==> config.mk <==
export PLATFORM = sky130hd
export DESIGN_NAME = shift_sequencer
export DESIGN_NICKNAME = d
export VERILOG_FILES = /design/src/rtl/shift_seq_pkg.sv /design/src/rtl/shift_step.sv /design/src/rtl/shift_sequencer.sv
export SDC_FILE = /design/constraint.sdc
export NUM_CORES = 1
export LEC_CHECK = 0
export CAP_MARGIN = 20
export CORE_ASPECT_RATIO = 0.8
export CORE_MARGIN = 3
export CORE_UTILIZATION = 46
export CTS_BUF_LIST = sky130_fd_sc_hd__clkbuf_16
export CTS_CLUSTER_SIZE = 28
export DETAILED_ROUTE_END_ITERATION = 16
export PLACE_DENSITY = 0.73
export SLEW_MARGIN = 0
export SYNTH_ARGS = -nofsm -noshare
export SYNTH_HDL_FRONTEND = slang
export SYNTH_SLANG_ARGS = --single-unit
==> constraint.sdc <==
create_clock -name clock -period 1.8 [get_ports clock]
set_input_delay 0.18 -clock clock [delete_from_list [all_inputs] [get_ports clock]]
set_output_delay 0.18 -clock clock [all_outputs]
set_load 0.03 [all_outputs]
==> src/rtl/shift_seq_pkg.sv <==
`default_nettype none
// ============================================================================
// Module      : shift_seq_pkg
// Description : Shared types and constants for the shift sequencer: FSM state
//               encoding, operation codes and default widths.
// Revision    : 1.0 - initial release
// ============================================================================
package shift_seq_pkg;

    // Default operand width and the matching shift-amount width (clog2).
    localparam int DATA_W_DEFAULT  = 32;
    localparam int SHAMT_W_DEFAULT = 5;

    // Operation codes carried on the op input.
    localparam logic OP_SLL = 1'b0;
    localparam logic OP_SRA = 1'b1;

    // Sequencer states.
    typedef enum logic [1:0] {
        IDLE  = 2'd0,
        SHIFT = 2'd1,
        DONE  = 2'd2
    } state_t;

endpackage
`default_nettype wire

==> src/rtl/shift_step.sv <==
`default_nettype none
// ============================================================================
// Module      : shift_step
// Description : Combinational single-bit shift of a word. Shifts left with a
//               zero fill, or (when SRA_EN is set) right with the sign bit
//               replicated into the MSB. With SRA_EN clear only the left
//               shifter exists and shift_right is ignored.
// Revision    : 1.0 - initial release
// ============================================================================
module shift_step #(
    parameter int DATA_W = 32,
    parameter bit SRA_EN = 1'b0
) (
    input  logic [DATA_W-1:0] data_in,
    input  logic              shift_right,
    output logic [DATA_W-1:0] data_out
);

    generate
        if (SRA_EN) begin : g_bidir
            // Arithmetic right keeps the sign bit; left drops the MSB.
            assign data_out = shift_right ? {data_in[DATA_W-1], data_in[DATA_W-1:1]}
                                          : {data_in[DATA_W-2:0], 1'b0};
        end else begin : g_sll_only
            // Left-only build: direction input and the outgoing MSB are unused.
            logic [1:0] unused_bits;
            assign unused_bits = {shift_right, data_in[DATA_W-1]};
            assign data_out    = {data_in[DATA_W-2:0], 1'b0};
        end
    endgenerate

endmodule
`default_nettype wire

==> src/rtl/shift_sequencer.sv <==
`default_nettype none
// ============================================================================
// Module      : shift_sequencer
// Description : Multi-cycle barrel-free shifter. A request captures operand,
//               shift amount and operation, then the work register moves one
//               bit per clock until the count expires; result is loaded on
//               the edge entering DONE and done pulses for one cycle.
//               Build option SHIFT_SEQ_SRA_EN: when defined, op selects SLL
//               or SRA; when undefined, every operation is SLL and no
//               right-shift logic is built.
// Revision    : 1.0 - initial release
// ============================================================================
module shift_sequencer
    import shift_seq_pkg::*;
#(
    parameter int DATA_W  = DATA_W_DEFAULT,
    parameter int SHAMT_W = SHAMT_W_DEFAULT   // must equal clog2(DATA_W)
) (
    input  logic               clock,
    input  logic               reset,
    input  logic               start,
    input  logic               op,
    input  logic [DATA_W-1:0]  data_in,
    input  logic [SHAMT_W-1:0] shamt,
    output logic               busy,
    output logic               done,
    output logic [DATA_W-1:0]  result
);

    state_t              state;
    state_t              state_next;
    logic [DATA_W-1:0]   work;
    logic [DATA_W-1:0]   work_step;
    logic [SHAMT_W-1:0]  count;
    logic                accept;
    logic                step_right;

    // A request is only honoured when no operation is in flight.
    assign accept = start && ((state == IDLE) || (state == DONE));

`ifdef SHIFT_SEQ_SRA_EN
    localparam bit SRA_BUILD = 1'b1;
    logic op_q;

    // Capture the operation with the operands; it steers every step.
    always_ff @(posedge clock) begin
        if (reset) begin
            op_q <= OP_SLL;
        end else if (accept) begin
            op_q <= op;
        end
    end

    assign step_right = (op_q == OP_SRA);
`else
    localparam bit SRA_BUILD = 1'b0;
    logic unused_op;

    assign unused_op  = op;
    assign step_right = OP_SLL;
`endif

    shift_step #(
        .DATA_W (DATA_W),
        .SRA_EN (SRA_BUILD)
    ) u_shift_step (
        .data_in     (work),
        .shift_right (step_right),
        .data_out    (work_step)
    );

    // State register.
    always_ff @(posedge clock) begin
        if (reset) begin
            state <= IDLE;
        end else begin
            state <= state_next;
        end
    end

    // Next-state: SHIFT leaves once the count is 0 or on its final step.
    always_comb begin
        state_next = state;
        case (state)
            IDLE:    if (start) state_next = SHIFT;
            SHIFT:   if (count <= SHAMT_W'(1)) state_next = DONE;
            DONE:    state_next = start ? SHIFT : IDLE;
            default: state_next = IDLE;
        endcase
    end

    // Datapath: capture on accept, step while shifting, publish on exit.
    always_ff @(posedge clock) begin
        if (reset) begin
            work   <= '0;
            count  <= '0;
            result <= '0;
        end else if (accept) begin
            work  <= data_in;
            count <= shamt;
        end else if (state == SHIFT) begin
            if (count == '0) begin
                result <= work;
            end else begin
                work  <= work_step;
                count <= count - SHAMT_W'(1);
                if (count == SHAMT_W'(1)) begin
                    result <= work_step;
                end
            end
        end
    end

    assign busy = (state == SHIFT);
    assign done = (state == DONE);

endmodule
`default_nettype wire

# Yosys cells after proc, flatten, opt, wreduce, memory -nomap -nowiden
# Cells that the tools add are included.
# totals
ff_bits	71
in_bits	41
out_inout_bits	34
word_cells	34
# classes
addsub	1
order_cmp	1
eq_ne	6
n_mux	12
bitwise_logic	1
n_reduce_logical	9
# ops
op	n
$mux W32	5
$mux W5	3
$pmux W2 S3	1
$eq A5 B1 Y1 const B	1
$le A5 B1 Y1 const B	1
$logic_not A5 Y1	1
$sub A5 B1 Y5 const B	1
$mux W2	2
$ne A2 B2 Y1 const B	2
$reduce_and A2 Y1	2
$reduce_bool A2 Y1	2
$reduce_and A3 Y1	1
$eq A2 B1 Y1 const B	1
$eq A2 B2 Y1 const B	1
$logic_not A2 Y1	1
$ne A2 B1 Y1 const B	1
$logic_and A1 B1 Y1	1
$logic_or A1 B1 Y1	1
$mux W1	1
$not A1 Y1	1

# Depth between registers and ports, before layout
# logic_depth
ltp_word	5
ltp_mapped	8
ltp_nobuf	5

# By module
# From an unflattened synthesis, not the netlist that was laid out.
# hier_totals
cells_unflattened	452
hier_area_um2	3568.4
# by_module_without_submodules
mod	instances	cells_per_inst	area_each_um2	seq_area_each_um2
shift_sequencer	1	419	3324.4	1421.4
shift_step	1	33	244.0	0.0

# Worst setup path after synthesis
# OpenSTA, ideal clock, no wires.
# synth_path
kind	reg2reg
start	register count[0]
end	register work[19]
setup_time_ns	0.148
arrival_ns	1.577
required_time_ns	1.652
slack_ns	0.074
stages_incl_launch_ff	8
path_buffers	2
period_less_slack_ns	1.726
path_cell_list	dfxtp_1 inv_1 ha_1 or4b_4 buf_6 nand2_1 buf_4 a2111oi_2
# synth_via
elab_chain_cells	3
# synth_rtl
element	line_no	rtl
from (decl)	shift_sequencer.sv:34	logic [SHAMT_W-1:0] count;
from (signal assigned)	shift_sequencer.sv:100	count <= shamt;
from (signal assigned)	shift_sequencer.sv:106	count <= count - SHAMT_W'(1);
$logic_not A5 Y1	shift_sequencer.sv:102	if (count == '0) begin
$ne A2 B2 Y1 (no source line)	--	
$reduce_and A2 Y1 (no source line)	--	
to (signal assigned)	shift_sequencer.sv:99	work <= data_in;
to (signal assigned)	shift_sequencer.sv:105	work <= work_step;
to (decl)	shift_sequencer.sv:32	logic [DATA_W-1:0] work;
# No other way between the ends.
# A chain may end at the register's enable or synchronous reset.

# Worst setup path in the final report
# layout_path
start	register count[1]
end	register work[30]
# Same word-level chain as after synthesis.

==> results.md <==
- Reg2Reg Capture Point: work[30]$_SDFFE_PP0P_
- Crit path kind: flop to flop
- Area contributors post-synth: dfxtp_1 (42%), a311oi_1 (8.8%), nor2_1 (7.4%), nand2_1 (7.3%), a21oi_1 (5.3%)
- Layout Skew: 0.004202 ns
- DPL Wire Length: 6.097 mm
- TritonRoute pass-1 iters: 5
- Hold depth: 2
- Final setup fails: 0
- DR vias: 3367
- Crit end category: flop
- Clk sinks: 71
- Initial Util: between 40% and 50%
- Inserted Diodes: 0
- Slew Viols, Final: 0
- Post-Syn Instances: approximately 420
- Worst-Margin Slew: roughly 0.52 ns
- Area grow syn2layout: 35.68%
- Synthesized area: 3377 sq um
- Synthesized Nets: 459
- Max Cap Violations: 0
- Util after Layout: 65.52%
- CTS Buffer Depth: 2
- Cell taking the most area after synthesis: dfxtp_1
- Reg2reg start: count[1]$_SDFFE_PP0P_
- Avg Cell Area, Syn: 8.118 sq um
- Status: complete, no violations
- Worst-skew pair later-pin latency: ~0.32 ns
- Largest net degree at the start of global routing: 38
- Row cnt: 27
- CP required: 1.97 ns
- Synthesized flop and latch total: 71
- Vias in the first global route: 3119
- P per Cell Area: 1129 nW/um^2
- IO Count: 75
- Top cell type's share of synthesized area: between 40% and 50%
- Worst Hold Path EP: result[0]$_SDFFE_PP0P_
- NumNets Final: approximately 520
- Final non-filler cell total: 570
- Max Fclk: ~580 MHz
- Commonest cells after routing, fill and taps aside: dfxtp_1 (71), clkdlybuf4s50_1 (70), nor2_1 (67), nand2_1 (66), a21oi_1 (36)
- Core region area: 6993 sq um
- Total gr overflow: 0
- # placed instances: 552
- Critical-path top delay cell: or4b_4
- CP cell instances: inv_2, ha_4, or4b_4, nand2_1, buf_12, a2111oi_0
- Critical path startpoint category: flop
- Clock root buffer: clkbuf_16
- Initial antenna violation count: 0
- Detailed-route wire length per cell: 16.25 um
- CTS tree: yes
- Worst Hold Class: primary input to flop
- Post-route ant nets: 0
- Pre-CTS setup slack: -0.09549 ns
- CTS HTree Levels: 3
- Data arrival, critical path: 1.91 ns
- Worst r2r path cells: 6
- Die H: approximately 83 um
- Peak fanout along the critical path: 22
- I/O Buffers: 73
- Residual DRC: 0
- Vias/cell: 5.907
- Die footprint: 8412 sq um
- Leak: between 1.5 and 2 nW
- Setup WS post-layout: 0.06933 ns
- Final period util: 96.15%
- Gr usage total: 22.67%
- Library cells used by synthesis: 36
- GPL Wtd Cong: 0.8485
- Final min period: 1.731 ns
- Final WL: around 9 mm
- Rel. slew slack: about two thirds
- 1st-iter DRT viols: 210
- CTS Buf Count: 9
- Post-synthesis sequential area ratio: 42.09%
- DIE WIDTH: slightly above 100 um
- Most common cell after layout, fill and taps aside: dfxtp_1
- Worst Hold Launch: reset
- R2R Setup Slk: 0.07 ns
- Maximum vdd drop: ~0.55 mV
- Clk slew on worst S/H paths: about 0.050 ns
- Yosys Warn Count: 0
- Layout cell share with drive strength beyond 1: 12.63%
- First-pass GRT wire length: 14.98 mm
- Crit path largest cell delay: 0.51 ns
- Final Hold Fails: 0
[worst max-delay path: cells and delay by family (launching register included)]
kind	cells	cell delay (ns)
and+or+nand+nor	2	0.67
AOI/OAI and AO/OA	1	0.12
DFF	1	0.33
adders and majority gates	1	0.16
buffers and inverters	2	0.29
[sequential cells by signal, summed over array words and instances (netlist names)]
name and count:
state 2, count 5, work 32, result 32
[repair_timing]
item / 4_1_cts / 5_1_grt
setup buffers: 1 / 0
pin swaps: 1 / 8
endpoints found under the setup margin: 29 / 42
gates cloned: 1 / 0
hold buffers: 0 / 0
gates resized for setup: 5 / 17
[routing by layer]
| metal | track usage (%) | wire length [um] |
|---|---|---|
| met1 | 30.06 | 4090 |
| met2 | 37.14 | 4365 |
| met3 | 5.626 | 724 |
| met4 | 5.843 | 80 |
| met5 | 0 | 0 |
[Yosys cell counts]
library cell and n:
inv_1 5, a311o_1 1, buf_1 3, nor4b_4 1
nand2b_1 2, o21ai_1 1, a2111oi_2 10, a21oi_1 36
a21bo_2 1, a2111oi_1 6, o21bai_1 1, buf_6 1
nand2_1 66, o2111ai_1 1, nand3b_1 1, o31ai_1 1
and2_0 1, nor4b_2 1, or4_1 1, clkbuf_1 24
o21ai_0 2, a2111oi_0 15, o211ai_1 1, a2bb2oi_1 1
nor2_1 67, a311oi_1 34, nand3_1 2, nor3_1 33
dfxtp_1 71, o21ba_2 2, buf_4 5, ha_1 2
a211o_1 1, buf_2 13, nor2b_1 2, or4b_4 1
[how the worst max path moves through the flow]
stage,depth (start not counted),startpoint,to
2_1_floorplan,7,count[0]$_SDFFE_PP0P_,work[19]$_SDFFE_PP0P_
3_3_place_gp,6,count[1]$_SDFFE_PP0P_,work[6]$_SDFFE_PP0P_
3_5_place_dp,6,count[1]$_SDFFE_PP0P_,work[11]$_SDFFE_PP0P_
4_1_cts,6,count[1]$_SDFFE_PP0P_,work[18]$_SDFFE_PP0P_
5_1_grt,7,count[1]$_SDFFE_PP0P_,work[1]$_SDFFE_PP0P_
6_report,6,count[1]$_SDFFE_PP0P_,work[30]$_SDFFE_PP0P_
[cell type report]
type / count / area, sq um
clock buffers: 9 / 225.2
clock inverters: 7 / 87.58
fillers: 613 / 2411
inverters: 5 / 18.77
multi-input cells: 294 / 1764
flip-flops and latches: 71 / 1421
well taps: 87 / 108.9
repair buffers: 97 / 955.9
[metrics by stage]
step	TNS [ns]	total power, mW	hold WS, ns	cell area [sq um]
final	0	5.173	0.3353	4582
after floorplan	0	2.818	0.3160	3377
after CTS	-0.03168	5.156	0.3223	4544
after global routing	-0.001503	5.418	0.3617	4582
after detailed placement	-0.8447	3.285	0.4682	4210
after global placement	-0.008249	3.251	0.4636	4210
[report_power, final]
part	total [mW]	switching, mW	internal, mW	leakage (nW)
Sequential	1.92	0.167	1.76	0.584
Combinational	1.40	0.814	0.589	0.850
Clock	1.85	0.646	1.20	0.157
Total	5.17	1.63	3.55	1.59
[cell families after synthesis]
family / after synthesis / share of synthesized area (%)
adders and majority gates: 2 / 0.7409
DFF: 71 / 42.09
and+or+nand+nor: 178 / 22.90
AOI/OAI and AO/OA: 114 / 27.34
buffers and inverters: 51 / 6.929
Power figures use the tool's default switching activity.
